==> src/rtl/cv32e40p_core_v_xif_pkg.sv <==
// cv32e40p_core_v_xif_pkg
// Types shared by the core and every coprocessor on the CORE-V eXtension
// interface (issue, commit and result channels only). The compressed and
// memory channels are tied off by the integrating wrapper, so they are not
// modelled here.
package cv32e40p_core_v_xif_pkg;

  localparam int unsigned X_ID_WIDTH  = 4;
  localparam int unsigned X_NUM_RS    = 2;
  localparam int unsigned X_RFR_WIDTH = 32;
  localparam int unsigned X_RFW_WIDTH = 32;

  typedef struct packed {
    logic [31:0]                              instr;
    logic [1:0]                               mode;
    logic [X_ID_WIDTH-1:0]                    id;
    logic [X_NUM_RS-1:0][X_RFR_WIDTH-1:0]     rs;
    logic [X_NUM_RS-1:0]                      rs_valid;
  } x_issue_req_t;

  typedef struct packed {
    logic accept;
    logic writeback;
    logic float;
    logic dualwrite;
    logic dualread;
    logic loadstore;
    logic exc;
  } x_issue_resp_t;

  typedef struct packed {
    logic [X_ID_WIDTH-1:0] id;
    logic                  commit_kill;
  } x_commit_t;

  typedef struct packed {
    logic [X_ID_WIDTH-1:0]  id;
    logic [X_RFW_WIDTH-1:0] data;
    logic [4:0]             rd;
    logic                   we;
    logic                   float;
    logic                   exc;
    logic [5:0]             exccode;
  } x_result_t;

endpackage

==> src/rtl/cv32e40p_xif_mac_pkg.sv <==
// cv32e40p_xif_mac_pkg
// Opcode, operation and FSM encodings for the multiply/accumulate
// coprocessor, plus the decoder that tells whether an instruction is ours.
// Optional feature macro: XIF_MAC_ACC_EN (accumulator ops MAC / ACCRD).
package cv32e40p_xif_mac_pkg;

  localparam logic [6:0] MAC_OPCODE = 7'b0001011;

  typedef enum logic [2:0] {
    FUNCT3_MUL   = 3'b000,
    FUNCT3_MAC   = 3'b001,
    FUNCT3_ACCRD = 3'b010
  } mac_funct3_e;

  typedef enum logic [1:0] {
    ST_IDLE        = 2'd0,
    ST_WAIT_COMMIT = 2'd1,
    ST_EXEC        = 2'd2,
    ST_RESULT      = 2'd3
  } mac_state_e;

  // An instruction is ours when the custom-0 opcode, a zero funct7 and a
  // funct3 supported by this build all line up.
  function automatic logic is_own_instr(input logic [31:0] instr);
    logic f3_ok;
`ifdef XIF_MAC_ACC_EN
    f3_ok = (instr[14:12] == FUNCT3_MUL) || (instr[14:12] == FUNCT3_MAC) ||
            (instr[14:12] == FUNCT3_ACCRD);
`else
    f3_ok = (instr[14:12] == FUNCT3_MUL);
`endif
    return (instr[6:0] == MAC_OPCODE) && (instr[31:25] == 7'b0) && f3_ok;
  endfunction

endpackage

==> src/rtl/cv32e40p_xif_mac_copro.sv <==
// cv32e40p_xif_mac_copro
// Single-outstanding multiply / multiply-accumulate coprocessor on the
// CORE-V XIF issue, commit and result channels.
//
// Handshakes: a transfer happens on a rising clk_i edge where valid and
// ready are both 1. Ready never depends on anything but state and the
// offered request; valid, once raised on the result channel, holds with
// stable payload until ready is seen.
//
// Ports
//   clk_i, rst_i                     clock, async active-high reset
//   x_issue_valid_i/ready_o/req_i/resp_o   issue channel (resp is
//                                    combinational, valid in the ready cycle)
//   x_commit_valid_i, x_commit_i     commit strobe with id and kill
//   x_result_valid_o/ready_i/o       result channel (registered)
//   dbg_state_o                      current FSM state for observation
//
// Parameter EXEC_LATENCY (1..15): cycles spent in EXEC after the commit.
// Macro XIF_MAC_ACC_EN enables the accumulator and the MAC/ACCRD ops;
// without it only MUL is accepted and no accumulator register exists.
module cv32e40p_xif_mac_copro
  import cv32e40p_core_v_xif_pkg::*;
  import cv32e40p_xif_mac_pkg::*;
#(
  parameter int unsigned EXEC_LATENCY = 2
) (
  input  logic          clk_i,
  input  logic          rst_i,
  input  logic          x_issue_valid_i,
  output logic          x_issue_ready_o,
  input  x_issue_req_t  x_issue_req_i,
  output x_issue_resp_t x_issue_resp_o,
  input  logic          x_commit_valid_i,
  input  x_commit_t     x_commit_i,
  output logic          x_result_valid_o,
  input  logic          x_result_ready_i,
  output x_result_t     x_result_o,
  output mac_state_e    dbg_state_o
);

  // EXEC is entered with EXEC_LATENCY-1 and leaves when the counter hits 0,
  // so EXEC lasts exactly EXEC_LATENCY cycles.
  localparam logic [3:0] CNT_LOAD = 4'(EXEC_LATENCY - 1);

  mac_state_e            state_q;
  logic [3:0]            cnt_q;
  logic [X_ID_WIDTH-1:0] id_q;
  logic [4:0]            rd_q;
  logic [31:0]           rs1_q;
  logic [31:0]           rs2_q;
  logic                  result_valid_q;
  x_result_t             result_q;
`ifdef XIF_MAC_ACC_EN
  mac_funct3_e           funct3_q;
  logic [31:0]           acc_q;
`endif

  logic        own;
  logic        issue_ready;
  logic        issue_hs;
  logic        commit_on_issue;
  logic        commit_in_wait;
  logic [31:0] prod;
  logic [31:0] exec_data;
  logic        unused_bits;

  assign own = is_own_instr(x_issue_req_i.instr);

  // Foreign instructions are always answered at once (with accept=0) so the
  // core is never stalled by us; our own ones wait for both operands.
  assign issue_ready = !rst_i && (state_q == ST_IDLE) &&
                       (!own || (x_issue_req_i.rs_valid == 2'b11));
  assign issue_hs    = x_issue_valid_i && issue_ready;

  // The id is not latched yet in the issue cycle, so a same-cycle commit is
  // matched against the id on the issue request.
  assign commit_on_issue = x_commit_valid_i && (x_commit_i.id == x_issue_req_i.id);
  assign commit_in_wait  = x_commit_valid_i && (x_commit_i.id == id_q);

  // Unsigned product truncated to 32 bits (modulo 2^32).
  assign prod = rs1_q * rs2_q;

  always_comb begin
    exec_data = prod;
`ifdef XIF_MAC_ACC_EN
    case (funct3_q)
      FUNCT3_MAC:   exec_data = acc_q + prod;
      FUNCT3_ACCRD: exec_data = acc_q;
      default:      exec_data = prod;
    endcase
`endif
  end

  always_comb begin
    x_issue_resp_o           = '0;
    x_issue_resp_o.accept    = issue_ready && own;
    x_issue_resp_o.writeback = issue_ready && own;
  end

  assign x_issue_ready_o  = issue_ready;
  assign x_result_valid_o = result_valid_q;
  assign x_result_o       = result_q;
  assign dbg_state_o      = state_q;

  // Source-register addresses and privilege mode play no part here.
  assign unused_bits = ^{x_issue_req_i.mode, x_issue_req_i.instr[24:15]};

  always_ff @(posedge clk_i or posedge rst_i) begin
    if (rst_i) begin
      state_q        <= ST_IDLE;
      cnt_q          <= '0;
      id_q           <= '0;
      rd_q           <= '0;
      rs1_q          <= '0;
      rs2_q          <= '0;
      result_valid_q <= 1'b0;
      result_q       <= '0;
`ifdef XIF_MAC_ACC_EN
      funct3_q       <= FUNCT3_MUL;
      acc_q          <= '0;
`endif
    end else begin
      case (state_q)
        ST_IDLE: begin
          if (issue_hs && own) begin
            id_q  <= x_issue_req_i.id;
            rd_q  <= x_issue_req_i.instr[11:7];
            rs1_q <= x_issue_req_i.rs[0];
            rs2_q <= x_issue_req_i.rs[1];
`ifdef XIF_MAC_ACC_EN
            funct3_q <= mac_funct3_e'(x_issue_req_i.instr[14:12]);
`endif
            if (commit_on_issue) begin
              if (x_commit_i.commit_kill) begin
                state_q <= ST_IDLE;
              end else begin
                state_q <= ST_EXEC;
                cnt_q   <= CNT_LOAD;
              end
            end else begin
              state_q <= ST_WAIT_COMMIT;
            end
          end
        end
        ST_WAIT_COMMIT: begin
          if (commit_in_wait) begin
            if (x_commit_i.commit_kill) begin
              state_q <= ST_IDLE;
            end else begin
              state_q <= ST_EXEC;
              cnt_q   <= CNT_LOAD;
            end
          end
        end
        ST_EXEC: begin
          if (cnt_q == 4'd0) begin
            state_q          <= ST_RESULT;
            result_valid_q   <= 1'b1;
            result_q         <= '0;
            result_q.id      <= id_q;
            result_q.data    <= exec_data;
            result_q.rd      <= rd_q;
            result_q.we      <= 1'b1;
          end else begin
            cnt_q <= cnt_q - 4'd1;
          end
        end
        ST_RESULT: begin
          if (x_result_ready_i) begin
            state_q        <= ST_IDLE;
            result_valid_q <= 1'b0;
            result_q       <= '0;
`ifdef XIF_MAC_ACC_EN
            // The accumulator only moves once the core has taken the result.
            if (funct3_q == FUNCT3_MAC) begin
              acc_q <= exec_data;
            end else if (funct3_q == FUNCT3_ACCRD) begin
              acc_q <= '0;
            end
`endif
          end
        end
        default: state_q <= ST_IDLE;
      endcase
    end
  end

endmodule

==> config.mk <==
export PLATFORM = sky130hd
export DESIGN_NAME = cv32e40p_xif_mac_copro
export DESIGN_NICKNAME = d
export VERILOG_FILES = /design/src/rtl/cv32e40p_core_v_xif_pkg.sv /design/src/rtl/cv32e40p_xif_mac_pkg.sv /design/src/rtl/cv32e40p_xif_mac_copro.sv
export SDC_FILE = /design/constraint.sdc
export NUM_CORES = 1
export LEC_CHECK = 0
export BUFFER_PORTS_ARGS = -buffer_cell sky130_fd_sc_hd__clkbuf_2
export CAP_MARGIN = 20
export CORE_AREA = 2 2 220 222
export CTS_CLUSTER_SIZE = 20
export DETAILED_ROUTE_END_ITERATION = 7
export DIE_AREA = 0 0 222 224
export SLEW_MARGIN = 20
export SYNTH_ARGS = -nofsm -noshare
export SYNTH_HDL_FRONTEND = slang
export SYNTH_SLANG_ARGS = --single-unit
==> constraint.sdc <==
create_clock -name clk_i -period 7.8 [get_ports clk_i]
set_clock_uncertainty 0.15 [all_clocks]
set_input_delay 0.78 -clock clk_i [delete_from_list [all_inputs] [get_ports clk_i]]
set_output_delay 0.78 -clock clk_i [all_outputs]
set_load 0.02 [all_outputs]
==> impl_metrics.json, run 1 <==
{
  "path_class": "reg -> reg",
  "worst-r2r-cell-count": 20,
  "clk_path_buf_depth": 2,
  "grt_max_degree": 65,
  "drv_cap": 0,
  "seqPwrFrac_pct": 42.0,
  "cp-startpoint": "rs1_q[9]$_DFFE_PP0P_",
  "synth_edf_count": 0,
  "io_pins": 175,
  "cp-end-kind": "flop",
  "yosysWarningCount": 0,
  "fin_setup_tns_ps": 0,
  "tritoncts": "yes",
  "drive_above_1_share_pct": 15.32,
  "tightestPinTransition_ps": 974.4,
  "finalPower_mw": 1.495,
  "dieArea_mm2": 0.04973,
  "h-tree-depth": 4,
  "gr-total-overflow": 0,
  "min_period_ps": 7515,
  "post-route-period-util_pct": 96.34,
  "rsz0062_at_grt": "no",
  "vias": 14390,
  "critPathMaxFanout": 10,
  "core_area_mm2": 0.04735,
  "slew_violations": 0,
  "synthAdderAreaFrac_pct": 47.26,
  "reg2reg_from": "rs1_q[9]$_DFFE_PP0P_",
  "p_leak_nw": 11.88,
  "routed_wl_um": 53930,
  "area_growth_pct": 10.62,
  "final_core_util_pct": 48.05,
  "yosys.area_share.xor_xnor_pct": 3.875,
  "io_buffer_count": 149,
  "regToRegEndpoint": "x_result_o[45]$_DFFE_PP0P_",
  "synthMuxAreaShare_pct": 3.997,
  "dp_hpwl_um": 43550,
  "antenna_found_initial": 0,
  "grt_usage_pct": 22.99,
  "firstDrtPassIters": 6,
  "cp.arrival_ps": 7750,
  "synth_ff_type": "dfrtp_1",
  "fmax_ghz": 0.1331,
  "synth_area_mm2": 0.02057,
  "drtIter0Drc": 766,
  "drc": 0,
  "final-instance-count-excl-fill": 2829,
  "synth-compound-area-share_pct": 4.806,
  "numCtsBuffers": 17,
  "synth-seq-cells": 121,
  "die_x_um": 222,
  "power.density_mw_per_mm2": 65.73,
  "setup_viol": 0,
  "outcome": "finished clean",
  "root_buffer": "clkbuf_16",
  "synth_top_area_cell": "fa_1",
  "fp.dieH_um": 224,
  "crit_path_start_kind": "flop",
  "place.gp.congestion": 0.8582,
  "vias_per_cell": 5.086,
  "ys_seq_area_share_pct": 14.72,
  "yosys.area_share.simple_pct": 15.22,
  "yosys.area.top_type_share_pct": 39.71,
  "start_util_pct": 43.44,
  "ys_types": 58,
  "min_path_type": "in -> async",
  "netlist_top_cells_area": "fa_1 (40%), dfrtp_1 (15%), and2_1 (8.7%), ha_1 (7.5%), inv_1 (7.2%)",
  "max_slew_margin_pct": 35.04,
  "avgSynthCellArea_um2": 9.893,
  "synthCells": 2079,
  "r2r_setup_slack_ps": 290,
  "routedWlPerCell_um": 19.06,
  "p_sw_share_pct": 26.36,
  "cts_sinks": 121,
  "clock_latency_ps": 490,
  "power_frac_comb_pct": 3.6,
  "peakVddDrop_v": 0.0001726,
  "hold_viol": 0,
  "async_flop_share_pct": 100.0,
  "first_global_vias": 15650,
  "placed_cells": 2795,
  "p_int_mw": 1.101,
  "grt_pass1_wl_um": 87220,
  "path_clk_slew_ps": 70,
  "worst_ep_required_time_ps": 8030,
  "synth_top_family_by_area": "adder cells",
  "place_area_mm2": 0.02214,
  "switchingPower_mw": 0.3941,
  "clkPwrFrac_pct": 54.4,
  "rows": 80,
  "design_area_mm2": 0.02275,
  "nets": 2846,
  "postRouteAntennaNets": 0
}
==> layer usage <==
layer | global-route usage, % | part of all wire (%) | wire length (um)
met1 | 31.02 | 45 | 24020
met2 | 38.24 | 49 | 26220
met3 | 3.607 | 4.4 | 2399
met4 | 7.171 | 2.4 | 1281
met5 | 0 | 0 | 0
==> timing repair <==
item,4_1_cts,5_1_grt
setup endpoints to repair,0,2
setup buffers,0,0
hold buffers,0,0
gates resized for setup,0,1
==> placed cells by master (no fill, tap or decap), types with 4 or more instances in the layout <==
| cell | n |
|---|---|
| mux2_2 | 73 |
| and2_1 | 287 |
| clkbuf_2 | 149 |
| a32o_1 | 5 |
| conb_1 | 13 |
| xor2_1 | 26 |
| o21ai_1 | 8 |
| inv_1 | 396 |
| ha_1 | 124 |
| fa_1 | 408 |
| o21ai_0 | 12 |
| xnor2_1 | 65 |
| a21oi_1 | 24 |
| dfrtp_1 | 120 |
| nand2_1 | 262 |
| nand2b_1 | 9 |
| a21o_1 | 14 |
| inv_6 | 5 |
| nor2b_1 | 4 |
| a22o_1 | 34 |
| nor3_1 | 4 |
| clkbuf_16 | 17 |
| buf_12 | 7 |
| nor2_1 | 11 |
| nand3_1 | 10 |
| buf_4 | 59 |
==> logic make-up after synthesis <==
group | count (synthesis)
and+or+nand+nor | 609
adders and majority gates | 532
buffers and inverters | 523
AOI/OAI and AO/OA | 129
DFF | 121
xor gates and xnor gates | 91
muxes | 73
other | 1
==> how the worst max path moves through the flow <==
| stage | slack (ps) | to |
|---|---|---|
| after detailed placement | 270 | x_result_o[45]$_DFFE_PP0P_ |
| after CTS | 250 | x_result_o[45]$_DFFE_PP0P_ |
| final | 290 | x_result_o[45]$_DFFE_PP0P_ |
| after floorplan | 820 | x_result_o[43]$_DFFE_PP0P_ |
| after global routing | 90 | x_result_o[45]$_DFFE_PP0P_ |
| after global placement | 350 | x_result_o[45]$_DFFE_PP0P_ |
==> Yosys cell counts, types with 2 or more instances <==
cell	n
dfrtp_1	121
o21bai_1	2
or3_1	3
nand2b_1	9
nor3_1	4
mux2_2	73
xnor2_1	65
o211ai_1	3
o31ai_1	3
a21oi_2	2
fa_1	408
a21oi_1	24
a211oi_1	2
o21a_1	2
nor4_1	3
nor2_1	12
nor2b_1	4
o21ai_0	12
and2_1	287
buf_2	5
inv_1	397
nand4_1	2
a31oi_1	3
buf_4	15
nand2_1	262
a32o_1	5
or4_1	3
a21o_1	14
xor2_1	26
a22o_1	34
ha_1	124
and3_1	3
buf_6	7
nand3_1	10
o21ai_1	8
clkbuf_1	99
nor3b_1	2
==> stage by stage <==
step / hold slack, ps / worst slack, ps
after floorplan: 306.1 / 819.4
after global placement: 321.3 / 351.8
after detailed placement: 329.0 / 266.2
after CTS: 239.4 / 251.9
after global routing: 279.7 / 90.28
final: 235.9 / 285.3
==> power groups by stage <==
stage | clock network (mW) | registers [mW] | logic [mW]
after global routing | 0.861 | 0.627 | 0.0608
after global placement | 0 | 0.639 | 0.0546
after floorplan | 0 | 0.639 | 0.0248
final | 0.814 | 0.628 | 0.0540
after detailed placement | 0 | 0.639 | 0.0552
after CTS | 0.841 | 0.628 | 0.0555
==> cell type report <==
type | count | area (um2)
flip-flops and latches | 121 | 3029
inverters | 397 | 1495
diodes | 1 | 2.502
repair buffers | 216 | 1356
multi-input cells | 1447 | 15520
clock buffers | 18 | 439.2
well taps | 615 | 769.5
clock inverters | 14 | 136.4
fillers | 4455 | 24590
==> state kept, by name (all words and copies together), names as in the netlist <==
register          cells
x_result_o           41
rs1_q                32
rs2_q                32
rd_q                  5
cnt_q                 4
id_q                  4
dbg_state_o           2
x_result_valid_o      1
==> worst max-delay path: stages, from the launching register on <==
cell and delay (ps):
dfrtp_1 650, buf_4 260, and2_1 160, fa_1 440, fa_1 530, inv_1 50
fa_1 470, fa_1 510, fa_1 550, inv_1 50, fa_1 450, fa_1 540
fa_1 490, ha_1 380, and3_1 250, a221o_1 350, a41oi_2 300, o211ai_1 220
o41ai_2 280, xnor2_1 110, a22o_1 210
Note: power is estimated with default switching activity, not from simulation.
==> run 2, diff against run 1 <==
ABC_AREA = 1   (was not set)
CORE_AREA = 5 5 229 231   (was 2 2 220 222)
DIE_AREA = 0 0 234 236   (was 0 0 222 224)
==> run 2 against run 1 <==
First-iteration DRC count grew 46%. Clock-buffer cell count shrank 1. Worst hold slack gained 71 ps. Sequential cell count is the same. Synthesized area grew 6.3%. Clock power shrank 0.6%. Critical endpoint is now x_result_o[42]$_DFFE_PP0P_. Largest power group unchanged. Highest routed layer unchanged.
==> impl_metrics.json, run 2 <==
{
  "regArea_mm2": 0.003029,
  "clock_latency_ps": 460,
  "firstDrtPassIters": 5,
  "post-route-period-util_pct": 93.40,
  "p_sw_share_pct": 32.47,
  "numCtsBuffers": 17,
  "nets": 3479,
  "vias_per_cell": 4.832,
  "power.density_mw_per_mm2": 70.53,
  "placed_cells": 3486,
  "async_flop_share_pct": 100.0,
  "drtIter0Drc": 1116,
  "slew_violations": 0,
  "dp_hpwl_um": 47320,
  "reg2reg_from": "rs1_q[7]$_DFFE_PP0P_",
  "clkPwrFrac_pct": 47.9,
  "synth-seq-cells": 121,
  "dpl_worst_slack_ps": 496.1,
  "setup_ws_ps": 514.8,
  "power_frac_comb_pct": 13.1,
  "path_class": "reg -> reg",
  "antenna_found_initial": 0,
  "cts_setup_buffers": 0,
  "finalPower_mw": 1.690,
  "regToRegEndpoint": "x_result_o[42]$_DFFE_PP0P_",
  "seqPwrFrac_pct": 39.1,
  "hold_viol": 0,
  "io_buffer_count": 149,
  "dieArea_mm2": 0.05522,
  "final_common_cell": "nand2_1",
  "clk_path_buf_depth": 2,
  "p_leak_nw": 15.07,
  "postRouteAntennaNets": 0,
  "synth_commonest_cells": "nand2_1 (791), inv_1 (779), fa_1 (408)",
  "drc": 0,
  "io_pins": 175,
  "multi_input_area_mm2": 0.01530,
  "core_area_mm2": 0.04986,
  "layout_common_cells": "nand2_1 (791), inv_1 (778), fa_1 (408)",
  "r2r_setup_slack_ps": 510,
  "root_buffer": "clkbuf_16",
  "synth_ff_type": "dfrtp_1",
  "cts_hold_buf": 0,
  "synth_edf_count": 0,
  "yosys.area.top_type_share_pct": 37.37,
  "grt_max_degree": 78,
  "yosysWarningCount": 0,
  "fmax_ghz": 0.1373,
  "synth_area_mm2": 0.02186,
  "n_fill_cell": 4934,
  "max_slew_margin_pct": 17.91,
  "min_path_type": "in -> async",
  "routedWlPerCell_um": 16.22,
  "cp-end-kind": "flop",
  "fin_setup_tns_ps": 0,
  "synth.most_common_cell": "nand2_1",
  "vias": 17000,
  "synth_top_area_cell": "fa_1",
  "n_antenna_cell": 0,
  "final_core_util_pct": 48.04,
  "final-instance-count-excl-fill": 3518,
  "fp.dieH_um": 236,
  "critPathMaxFanout": 13,
  "drv_cap": 0,
  "min_period_ps": 7285,
  "die_x_um": 234,
  "routed_wl_um": 57050,
  "grt_usage_pct": 21.43,
  "start_util_pct": 43.84,
  "area_growth_pct": 9.594,
  "switchingPower_mw": 0.5486,
  "tightestPinTransition_ps": 1231,
  "netlist_top_cells_area": "fa_1 (37%), dfrtp_1 (14%), nand2_1 (14%), inv_1 (13%), ha_1 (7.1%)",
  "ys_seq_area_share_pct": 13.85,
  "gr-total-overflow": 0,
  "rsz0062_at_grt": "no",
  "grt_pass1_wl_um": 94030,
  "ys_types": 45,
  "synthCells": 2735,
  "path_clk_slew_ps": 70,
  "cts_sinks": 121,
  "place.gp.congestion": 0.8952,
  "p_int_mw": 1.141,
  "crit_path_start_kind": "flop",
  "setup_viol": 0,
  "worst-r2r-cell-count": 23,
  "h-tree-depth": 4,
  "peakVddDrop_v": 0.0001513,
  "drive_above_1_share_pct": 11.10,
  "largest_reg_flops": 41,
  "cp.arrival_ps": 7530,
  "first_global_vias": 17680,
  "avgSynthCellArea_um2": 7.992,
  "rows": 82,
  "tritoncts": "yes",
  "outcome": "finished clean",
  "worst_ep_required_time_ps": 8050,
  "cts-resized-gates": 0
}
[run 2: cell types whose count changed after synthesis, sizes merged, moves of 40 or more]
cell   previous run  this run
and2            287         0
inv             397       780
nand2           262       795
nand3            10        73
nor2             12        52
xnor2            65         3
[run 2: power groups by stage]
stage | clock (mW) | combinational (mW) | sequential [mW]
global route | 0.862 | 0.253 | 0.662
CTS | 0.832 | 0.225 | 0.660
floorplan | 0 | 0.150 | 0.676
global placement | 0 | 0.219 | 0.671
finish | 0.809 | 0.221 | 0.660
detailed placement | 0 | 0.224 | 0.671
[run 2: final cells by class]
cell class	instances	area share, %
tap	672	3.510
multi-input combinational	1706	63.87
inverter	781	12.25
clock buffer	17	1.776
sequential	121	12.64
clock inverter	15	0.7417
timing repair buffer	206	5.207
[run 2: cells by family after synthesis]
logic type      count (synthesis)  share of synthesized area, %
compound gates                137                         3.681
xor+xnor                       13                        0.5209
fa+ha+maj                     532                         44.46
buf+inv                       920                         16.38
flops                         121                         13.85
mux                            70                         4.121
other cells                     1                       0.01716
simple gates                  941                         16.97
[run 2: how the worst max path moves through the flow]
stage	start	end	slack [ps]
final	rs1_q[7]$_DFFE_PP0P_	x_result_o[42]$_DFFE_PP0P_	510
after global routing	rs2_q[2]$_DFFE_PP0P_	x_result_o[45]$_DFFE_PP0P_	110
after CTS	rs2_q[3]$_DFFE_PP0P_	x_result_o[45]$_DFFE_PP0P_	470
after detailed placement	rs2_q[3]$_DFFE_PP0P_	x_result_o[45]$_DFFE_PP0P_	500
after global placement	rs2_q[3]$_DFFE_PP0P_	x_result_o[45]$_DFFE_PP0P_	480
after floorplan	rs2_q[6]$_DFFE_PP0P_	x_result_o[40]$_DFFE_PP0P_	1180
[run 2: worst max-delay path, cell delays in order (launching register included)]
cell and delay (ps):
dfrtp_1 880, buf_4 290, nand2_1 70, inv_1 110
fa_1 450, fa_1 520, inv_1 50, fa_1 470
inv_1 50, fa_1 410, fa_1 470, fa_1 570
fa_1 460, fa_1 510, ha_1 390, a21o_1 220
o21bai_1 150, a21oi_1 160, nand3_1 140, a21oi_1 280
o21bai_1 130, a21oi_1 120, o21ai_0 90, nand2_1 70
[run 2: through the flow]
| stage | area, um2 | hold slack (ps) |
|---|---|---|
| after global routing | 23960 | 349.3 |
| final | 23960 | 306.9 |
| after floorplan | 21900 | 303.0 |
| after CTS | 23950 | 308.7 |
| after detailed placement | 23350 | 319.3 |
| after global placement | 23330 | 313.8 |
[run 2: layer usage]
layer / GRT usage [%] / vias up / wire length [um]
met5: 0 / - / 0
met4: 4.787 / 0 / 1157
met3: 3.079 / 68 / 3100
met2: 35.86 / 463 / 28280
met1: 29.70 / 8482 / 24510
li1: - / 7986 / -
